`src/rtl/multicycle_ctrl.sv`:
```
// Multicycle control unit: fetch/decode/execute sequencer for the 16-bit datapath.
// Controls are decoded from the registered state and ir; memory handshakes gate completion.
module multicycle_ctrl #(
    parameter int unsigned DATA_W = 16,
    parameter int unsigned REG_AW = 4
) (
    input  logic                     clk,
    input  logic                     reset,
    input  logic [DATA_W-1:0]        instr_in,
    input  logic                     mem_ready,
    input  logic [4:0]               flags,
    output logic [DATA_W-1:0]        ir,
    output logic [REG_AW-1:0]        ra_sel,
    output logic [REG_AW-1:0]        rb_sel,
    output logic                     imm_sel,
    output logic [(1<<REG_AW)-1:0]   reg_wr_en,
    output logic [1:0]               wb_sel,
    output logic                     addr_sel,
    output logic                     mem_rd,
    output logic                     mem_wr,
    output logic                     flag_en,
    output logic                     pc_inc,
    output logic                     pc_ld,
    output logic                     pc_src,
    output logic                     halted,
    output logic                     illegal,
    output logic [3:0]               state_out
);

    localparam int unsigned NUM_REGS = 1 << REG_AW;

    typedef enum logic [3:0] {
        S_RESET  = 4'd0,
        S_FETCH  = 4'd1,
        S_DECODE = 4'd2,
        S_EXEC   = 4'd3,
        S_LOAD   = 4'd4,
        S_STORE  = 4'd5,
        S_JUMP   = 4'd6,
        S_HALT   = 4'd7
    } state_t;

    state_t                r_state;
    state_t                w_next;
    logic [DATA_W-1:0]     r_ir;
    logic                  r_illegal;
    logic                  w_set_illegal;
    logic [3:0]            w_op;
    logic [3:0]            w_ext;
    logic [3:0]            w_cond;
    logic                  w_is_cmp;
    logic                  w_is_jal;
    logic                  w_cond_ok;
    logic [NUM_REGS-1:0]   w_ra_onehot;

    assign w_op        = r_ir[15:12];
    assign w_ext       = r_ir[7:4];
    assign w_cond      = r_ir[11:8];
    assign w_is_jal    = (w_op == 4'h4) && (w_ext == 4'h8);
    assign w_is_cmp    = (w_op == 4'h0) ? ((w_ext == 4'hB) || (w_ext == 4'hF))
                                        : ((w_op == 4'hB) || (w_op == 4'hF));
    assign w_ra_onehot = NUM_REGS'(1) << r_ir[11:8];

    assign ir        = r_ir;
    assign illegal   = r_illegal;
    assign state_out = 4'(r_state);
    assign ra_sel    = REG_AW'(r_ir[11:8]);
    assign rb_sel    = REG_AW'(r_ir[3:0]);

    // Branch/jump condition from {Z,C,F,N,L}
    always_comb begin
        w_cond_ok = 1'b0;
        case (w_cond)
            4'h0: w_cond_ok = flags[4];
            4'h1: w_cond_ok = !flags[4];
            4'h2: w_cond_ok = flags[3];
            4'h3: w_cond_ok = !flags[3];
            4'h4: w_cond_ok = flags[0];
            4'h5: w_cond_ok = !flags[0];
            4'h6: w_cond_ok = flags[1];
            4'h7: w_cond_ok = !flags[1];
            4'h8: w_cond_ok = flags[2];
            4'h9: w_cond_ok = !flags[2];
            4'hA: w_cond_ok = !flags[0] && !flags[4];
            4'hB: w_cond_ok = flags[0] || flags[4];
            4'hC: w_cond_ok = !flags[1] && !flags[4];
            4'hD: w_cond_ok = flags[1] || flags[4];
            4'hE: w_cond_ok = 1'b1;
            4'hF: w_cond_ok = 1'b0;
        endcase
    end

    always_ff @(posedge clk) begin
        if (reset) begin
            r_state   <= S_RESET;
            r_ir      <= '0;
            r_illegal <= 1'b0;
        end else begin
            r_state <= w_next;
            if (r_state == S_FETCH && mem_ready)
                r_ir <= instr_in;
            if (w_set_illegal)
                r_illegal <= 1'b1;
        end
    end

    // Next state and control decode; everything held inactive during reset
    always_comb begin
        w_next        = r_state;
        w_set_illegal = 1'b0;
        imm_sel       = 1'b0;
        reg_wr_en     = '0;
        wb_sel        = 2'b00;
        addr_sel      = 1'b0;
        mem_rd        = 1'b0;
        mem_wr        = 1'b0;
        flag_en       = 1'b0;
        pc_inc        = 1'b0;
        pc_ld         = 1'b0;
        pc_src        = 1'b0;
        halted        = 1'b0;
        if (!reset) begin
            unique case (r_state)
                S_RESET: w_next = S_FETCH;
                S_FETCH: begin
                    mem_rd = 1'b1;
                    if (mem_ready) begin
                        pc_inc = 1'b1;
                        w_next = S_DECODE;
                    end
                end
                S_DECODE: begin
                    if (r_ir[15:0] == 16'h0000) begin
                        w_next = S_HALT;
                    end else begin
                        case (w_op)
                            4'h0: w_next = S_EXEC;
                            4'h4: begin
                                case (w_ext)
                                    4'h0:       w_next = S_LOAD;
                                    4'h4:       w_next = S_STORE;
                                    4'h8, 4'hC: w_next = S_JUMP;
                                    default: begin
                                        w_next        = S_HALT;
                                        w_set_illegal = 1'b1;
                                    end
                                endcase
                            end
                            4'hC:    w_next = S_JUMP;
                            default: w_next = S_EXEC;
                        endcase
                    end
                end
                S_EXEC: begin
                    flag_en   = 1'b1;
                    imm_sel   = (w_op != 4'h0);
                    reg_wr_en = w_is_cmp ? '0 : w_ra_onehot;
                    w_next    = S_FETCH;
                end
                S_LOAD: begin
                    mem_rd   = 1'b1;
                    addr_sel = 1'b1;
                    wb_sel   = 2'b01;
                    if (mem_ready) begin
                        reg_wr_en = w_ra_onehot;
                        w_next    = S_FETCH;
                    end
                end
                S_STORE: begin
                    mem_wr   = 1'b1;
                    addr_sel = 1'b1;
                    if (mem_ready)
                        w_next = S_FETCH;
                end
                S_JUMP: begin
                    pc_src = (w_op == 4'hC);
                    if (w_is_jal) begin
                        pc_ld     = 1'b1;
                        reg_wr_en = w_ra_onehot;
                        wb_sel    = 2'b10;
                    end else begin
                        pc_ld = w_cond_ok;
                    end
                    w_next = S_FETCH;
                end
                S_HALT:  halted = 1'b1;
                default: w_next = S_RESET;
            endcase
        end
    end

endmodule

```
`config.mk`:
```
export PLATFORM = sky130hd
export DESIGN_NAME = multicycle_ctrl
export DESIGN_NICKNAME = d
export VERILOG_FILES = /design/src/rtl/multicycle_ctrl.sv
export SDC_FILE = /design/constraint.sdc
export NUM_CORES = 1
export LEC_CHECK = 0
export BUFFER_PORTS_ARGS = -buffer_cell sky130_fd_sc_hd__buf_2
export CORE_MARGIN = 10
export CORE_UTILIZATION = 49
export CTS_CLUSTER_SIZE = 10
export DETAILED_ROUTE_END_ITERATION = 7
export PLACE_DENSITY = 0.86
export SLEW_MARGIN = 0
export SYNTH_ARGS = -nofsm -noshare
export SYNTH_HDL_FRONTEND = slang
export SYNTH_SLANG_ARGS = --single-unit
```
`constraint.sdc`:
```
create_clock -name clk -period 4.4 [get_ports clk]
set_input_delay 0.88 -clock clk [delete_from_list [all_inputs] [get_ports clk]]
set_output_delay 0.88 -clock clk [all_outputs]
set_load 0.02 [all_outputs]
```
==> summary.txt, run 1 <==
Detailed routing
  • TritonRoute pass-1 iters: 4
  • Routed vias: roughly 1600
  • DR WL/cell: around 15 um
  • Drt first-iter violations: around 110
  • DRT Wirelength: 4480 um
  • DRT antenna net count: 0
  • DRC errors left: 0
  • Via/cell ratio: roughly 5.4

CTS
  • H-tree Lvls: 1
  • Worst-skew pair later-pin latency: 280 ps
  • CTS Buf Count: 3
  • Post-CTS Setup Bufs: 0
  • CTS tree: yes
  • Post-CTS Resized: 0
  • Reg clk slew, reported paths: 100 ps
  • # hold bufs at CTS: 0
  • Max Buffers Root-to-Sink: 2
  • Root Driver: clkbuf_4
  • Total clock sinks: 20

Timing
  • Final Critical Period: 3070 ps
  • Unrepaired setup endpoints after global routing: no
  • Max Clk Rate: 0.326 GHz
  • Final WS setup: 1330 ps
  • Final Max Slew Viols: 0
  • Slew @ Worst Pin: approximately 1000 ps
  • Setup TNS Final: 0 ps
  • Final period util: about 70%
  • Clock skew: ~2 ps
  • Final Hold Viols: 0
  • Max transition margin: around a third
  • Setup violators final: 0

Critical path
  • Crit-path slowest cell: dfxtp_1
  • Worst path max stage delay: 590 ps
  • Crit path max fanout: 14
  • Worst EP required: approximately 3500 ps
  • CP cell instances: nand3b_1 -> and2_1 -> nor2_2 -> nor4bb_1 -> buf_2
  • Setup crit end kind: output port
  • CP Class: reg -> out
  • Flop-to-flop setup slack: approximately 2500 ps
  • Startpoint type of the worst setup path: flip-flop
  • Worst EP arrival: roughly 2200 ps

Job
  • Maxcap violations: 0

Global route
  • Grt ovf: 0
  • Number of global-route vias before repair: 1572
  • Antenna violations before repair: 0
  • First-pass GRT wire length: approximately 7400 um
  • Gr usage total: 14.6%
  • Largest net degree at the start of global routing: 36

Logic synthesis
  • Post-synthesis sequential area ratio: a little over a quarter
  • Library cells used by synthesis: 45
  • Mapped cell area: approximately 0.0015 mm2
  • Syn nets: 229
  • Cells after synthesis: between 200 and 250
  • Post-synth ARST share: 0%
  • Post-synth EDFFs: 0
  • Synth warn: 0
  • Ys flop type: dfxtp_1
  • Synth Area per Inst: approximately 7.5 um2
  • Number of synthesized register bits: 20

Die
  • Ports: 80
  • Core footprint: roughly 0.0030 mm2
  • Die Ht: 76.0 um
  • Rows: 20
  • Die area: 0.00577 mm2
  • Initial Util: slightly above 50%
  • Die X: ~76 um

Cells and area
  • Fin util: around 61%
  • Final nets: ~290
  • Fill count: roughly 290
  • Commonest non-fill, non-tap cell in the layout: buf_2
  • Area delta synth->final: 21.1%
  • Layout cell share with drive strength beyond 1: roughly two fifths
  • Most frequent cells in the layout: buf_2 (78), nand2_1 (47), a21oi_1 (21)
  • Fin area: between 0.0015 and 0.002 mm2
  • Ant diodes: 0

Power and ir drop
  • Leak: 0.820 nW
  • Power Density: approximately 230 mW/mm2
  • VDD IR-drop max: 0.150 mV

Placed design
  • Placed Area: roughly 0.0018 mm2
  • Dpl hpwl: roughly 3500 um
  • Pre-CTS setup slack: around 1400 ps
  • Routability Congestion: 0.930
  • PortBufs: just under 80

Hold path
  • Hold WC Path Type: reg -> reg

Run status
  • Status: finished, final reports clean
## stage by stage
step | power [mW] | cells | hold WS (ps)
after floorplan | 0.309 | 205 | 555
after global placement | 0.339 | 302 | 449
after detailed placement | 0.341 | 302 | 483
after CTS | 0.421 | 305 | 495
after global routing | 0.444 | 305 | 527
final | 0.418 | 305 | 490
## cell type report
cell class	count	area, um2	area share [%]
timing repair buffer	78	390	21.0
inverter	2	7.51	0.404
sequential	20	400	21.5
clock buffer	3	22.5	1.21
tap	44	55.1	2.96
multi-input combinational	158	982	52.9
## worst max-delay path: cells and delay by family (launching register included)
kind          cells  cell delay [ps]
simple gates      4             1080
flops             1              590
buf+inv           1              230
## routing by layer
layer  part of all wire [%]  GRT usage, %  up-vias
met3                    7.5          4.72        6
met2                     46          23.5       61
met1                     45          17.2      752
li1                       -             -      821
met5                      0             0        -
met4                    1.8          6.44        0
## cell families after synthesis
logic type	Yosys count	share of synthesized area [%]
compound gates	37	15.6
flops	20	26.1
simple gates	117	45.3
buf+inv	27	9.87
other cells	1	0.244
mux	3	2.85
## where the power goes
part / total (mW) / switching [mW] / internal [mW]
registers: 0.212 / 0.0212 / 0.191
logic: 0.125 / 0.0776 / 0.0473
clock network: 0.0811 / 0.0493 / 0.0317
## cell usage after synthesis, types with 3 or more instances
cell | count | area (um2)
nand2_1 | 47 | 176
a21oi_1 | 21 | 105
dfxtp_1 | 20 | 400
nor2_1 | 15 | 56.3
buf_4 | 9 | 67.6
clkbuf_1 | 8 | 30.0
nor4_2 | 8 | 100
buf_2 | 7 | 35.0
nor3_1 | 7 | 35.0
nand2b_1 | 5 | 31.3
nor2b_1 | 5 | 31.3
and3_1 | 4 | 25.0
and4bb_2 | 3 | 37.5
nand3b_1 | 3 | 22.5
nor3b_1 | 3 | 22.5
o21ai_0 | 3 | 15.0
## registers in the layout (all words and copies together), names as in the netlist
name and cells:
illegal 1, state_out 3, ir 16
## path summary, 6_finish.rpt
check,cells past startpoint,startpoint,endpoint
setup / recovery,5,state_out[1]$_SDFFE_PP0P_,reg_wr_en[11]
hold / removal,2,ir[1]$_SDFFE_PP0P_,ir[1]$_SDFFE_PP0P_
setup reg to reg,4,state_out[0]$_SDFFE_PP0P_,ir[11]$_SDFFE_PP0P_
hold reg to reg,2,ir[1]$_SDFFE_PP0P_,ir[1]$_SDFFE_PP0P_
(Power assumes the default switching activity.)
==> inputs of run 2 (changes only) <==
--- a/config.mk
+++ b/config.mk
@@ -7,10 +7,10 @@
 export LEC_CHECK = 0
 export BUFFER_PORTS_ARGS = -buffer_cell sky130_fd_sc_hd__buf_2
 export CORE_MARGIN = 10
-export CORE_UTILIZATION = 49
+export CORE_UTILIZATION = 41
 export CTS_CLUSTER_SIZE = 10
 export DETAILED_ROUTE_END_ITERATION = 7
-export PLACE_DENSITY = 0.86
+export PLACE_DENSITY = 0.77
 export SLEW_MARGIN = 0
 export SYNTH_ARGS = -nofsm -noshare
 export SYNTH_HDL_FRONTEND = slang
==> constraint.sdc (replaced) <==
create_clock -name clk -period 2.61 [get_ports clk]
set_input_delay 0.522 -clock clk [delete_from_list [all_inputs] [get_ports clk]]
set_output_delay 0.522 -clock clk [all_outputs]
set_load 0.02 [all_outputs]
==> summary.txt, run 2 (synthesis gave the netlist of run 1 again) <==
CTS
  • CTS tree: yes
  • Total clock sinks: 20
  • Root Driver: clkbuf_8
  • H-tree Lvls: 1
  • CTS Buf Count: 3
  • Max Buffers Root-to-Sink: 2
  • Worst-skew pair later-pin latency: approximately 250 ps
  • Reg clk slew, reported paths: 70 ps

Cells and area
  • Commonest non-fill, non-tap cell in the layout: buf_2
  • Fin util: a little over half
  • Most frequent cells in the layout: buf_2 (77), nand2_1 (47), a21oi_1 (21)
  • Area delta synth->final: 29.5%
  • Final nets: 295
  • Fin cells: roughly 320
  • Ant diodes: 0
  • Layout cell share with drive strength beyond 1: between 40% and 50%
  • Register area: 403 um2
  • Area of the multi-input gates: around 1000 um2
  • Fill count: about 390
  • Largest register FFs: 16

Detailed routing
  • Via/cell ratio: about 5.5
  • DR WL/cell: around 16 um
  • TritonRoute pass-1 iters: 4
  • DRT Wirelength: between 5000 and 6000 um
  • Routed vias: approximately 1700
  • Drt first-iter violations: around 130
  • DRC errors left: 0
  • DRT antenna net count: 0

Critical path
  • Setup crit end kind: output port
  • Crit-path slowest cell: dfxtp_1
  • CP cell instances: nor4b_4 -> nand3_2 -> o221a_4 -> nor4bb_1 -> buf_2
  • CP Class: reg -> out
  • Worst EP required: 2090 ps
  • Worst EP arrival: 2100 ps
  • Crit path max fanout: 8
  • Startpoint type of the worst setup path: flip-flop
  • Worst path max stage delay: about 380 ps

Timing
  • Max Clk Rate: 0.382 GHz
  • Final Max Slew Viols: 0
  • Final WS setup: -9.35 ps
  • Final period util: 100%
  • Final Critical Period: around 2600 ps
  • Clock skew: 2.33 ps
  • Setup violators final: 1
  • Final Hold Viols: 0
  • Hold WS: ~480 ps

Global route
  • First-pass GRT wire length: between 7000 and 8000 um
  • Gr usage total: around 14%
  • Number of global-route vias before repair: roughly 1600
  • Grt ovf: 0
  • Antenna violations before repair: 0
  • Largest net degree at the start of global routing: 19

Die
  • Ports: 80
  • Core footprint: between 0.003 and 0.004 mm2
  • Die Ht: around 80 um
  • Rows: 22
  • Initial Util: 42.2%
  • Die area: between 0.006 and 0.007 mm2
  • Die X: 81.2 um

Placed design
  • PortBufs: 78
  • Dpl hpwl: a little under 4000 um
  • Routability Congestion: 0.836
  • Placed Instances: 312
  • Pre-CTS setup slack: 326 ps

Power and ir drop
  • Leak: between 0.8 and 0.9 nW
  • VDD IR-drop max: between 0.3 and 0.4 mV
  • Power Density: 450 mW/mm2

Job
  • Maxcap violations: 0

Hold path
  • Hold WC Path Type: reg -> reg

Run status
  • Failing checks: setup timing
  • Status: finished with violations
[run 2: changes by cell type in the layout (fill, tap and decap cells not counted), moves of 2 or more]
| cell | change |
|---|---|
| clkbuf_4 | -3 |
| clkbuf_8 | +3 |
| dfxtp_1 | -2 |
| dfxtp_2 | +2 |
| buf_4 | +8 |
[run 2: final cells by class]
cell class	count	share of cell area, %
multi-input combinational	159	50.3
timing repair buffer	85	22.4
sequential	20	20.3
tap	48	3.02
clock buffer	3	2.08
clock inverter	1	1.51
inverter	2	0.378
[run 2: critical path, delay by kind of cell, from the launching register on]
family	cells	cell delay [ps]
AO/OA/AOI/OAI	1	310
AND/OR/NAND/NOR	3	920
flip-flops	1	380
buffers and inverters	1	240
[run 2: final timing paths]
kind | startpoint | endpoint | slack (ps) | cells past startpoint
setup / recovery | ir[13]$_SDFFE_PP0P_ | reg_wr_en[13] | -9 | 5
setup reg to reg | state_out[1]$_SDFFE_PP0P_ | ir[12]$_SDFFE_PP0P_ | 1010 | 5
hold / removal | illegal$_SDFFE_PP0P_ | illegal$_SDFFE_PP0P_ | 480 | 2
hold reg to reg | illegal$_SDFFE_PP0P_ | illegal$_SDFFE_PP0P_ | 480 | 2
[run 2: what timing repair did]
| item | CTS | global route |
|---|---|---|
| setup buffers | 0 | 1 |
| setup endpoints to repair | 0 | 11 |
| gates resized for setup | 0 | 4 |
| hold buffers | 0 | 0 |
[run 2: layer usage]
metal	global-route usage [%]	part of all wire, %
met3	4.75	9.9
met4	3.98	1.1
met5	0	0
met2	22.9	48
met1	18.2	41
[run 2: report_power, final]
part	total, mW	internal, mW	switching (mW)
clock	0.305	0.204	0.100
sequential	0.354	0.322	0.0319
combinational	0.236	0.0906	0.145
[run 2: through the flow]
step	area [um2]	total power [mW]	TNS, ps
floorplan	1530	0.520	0
detailed placement	1890	0.589	0
global route	1990	0.944	-152
finish	1990	0.895	-9.35
CTS	1960	0.897	0
global placement	1890	0.587	0
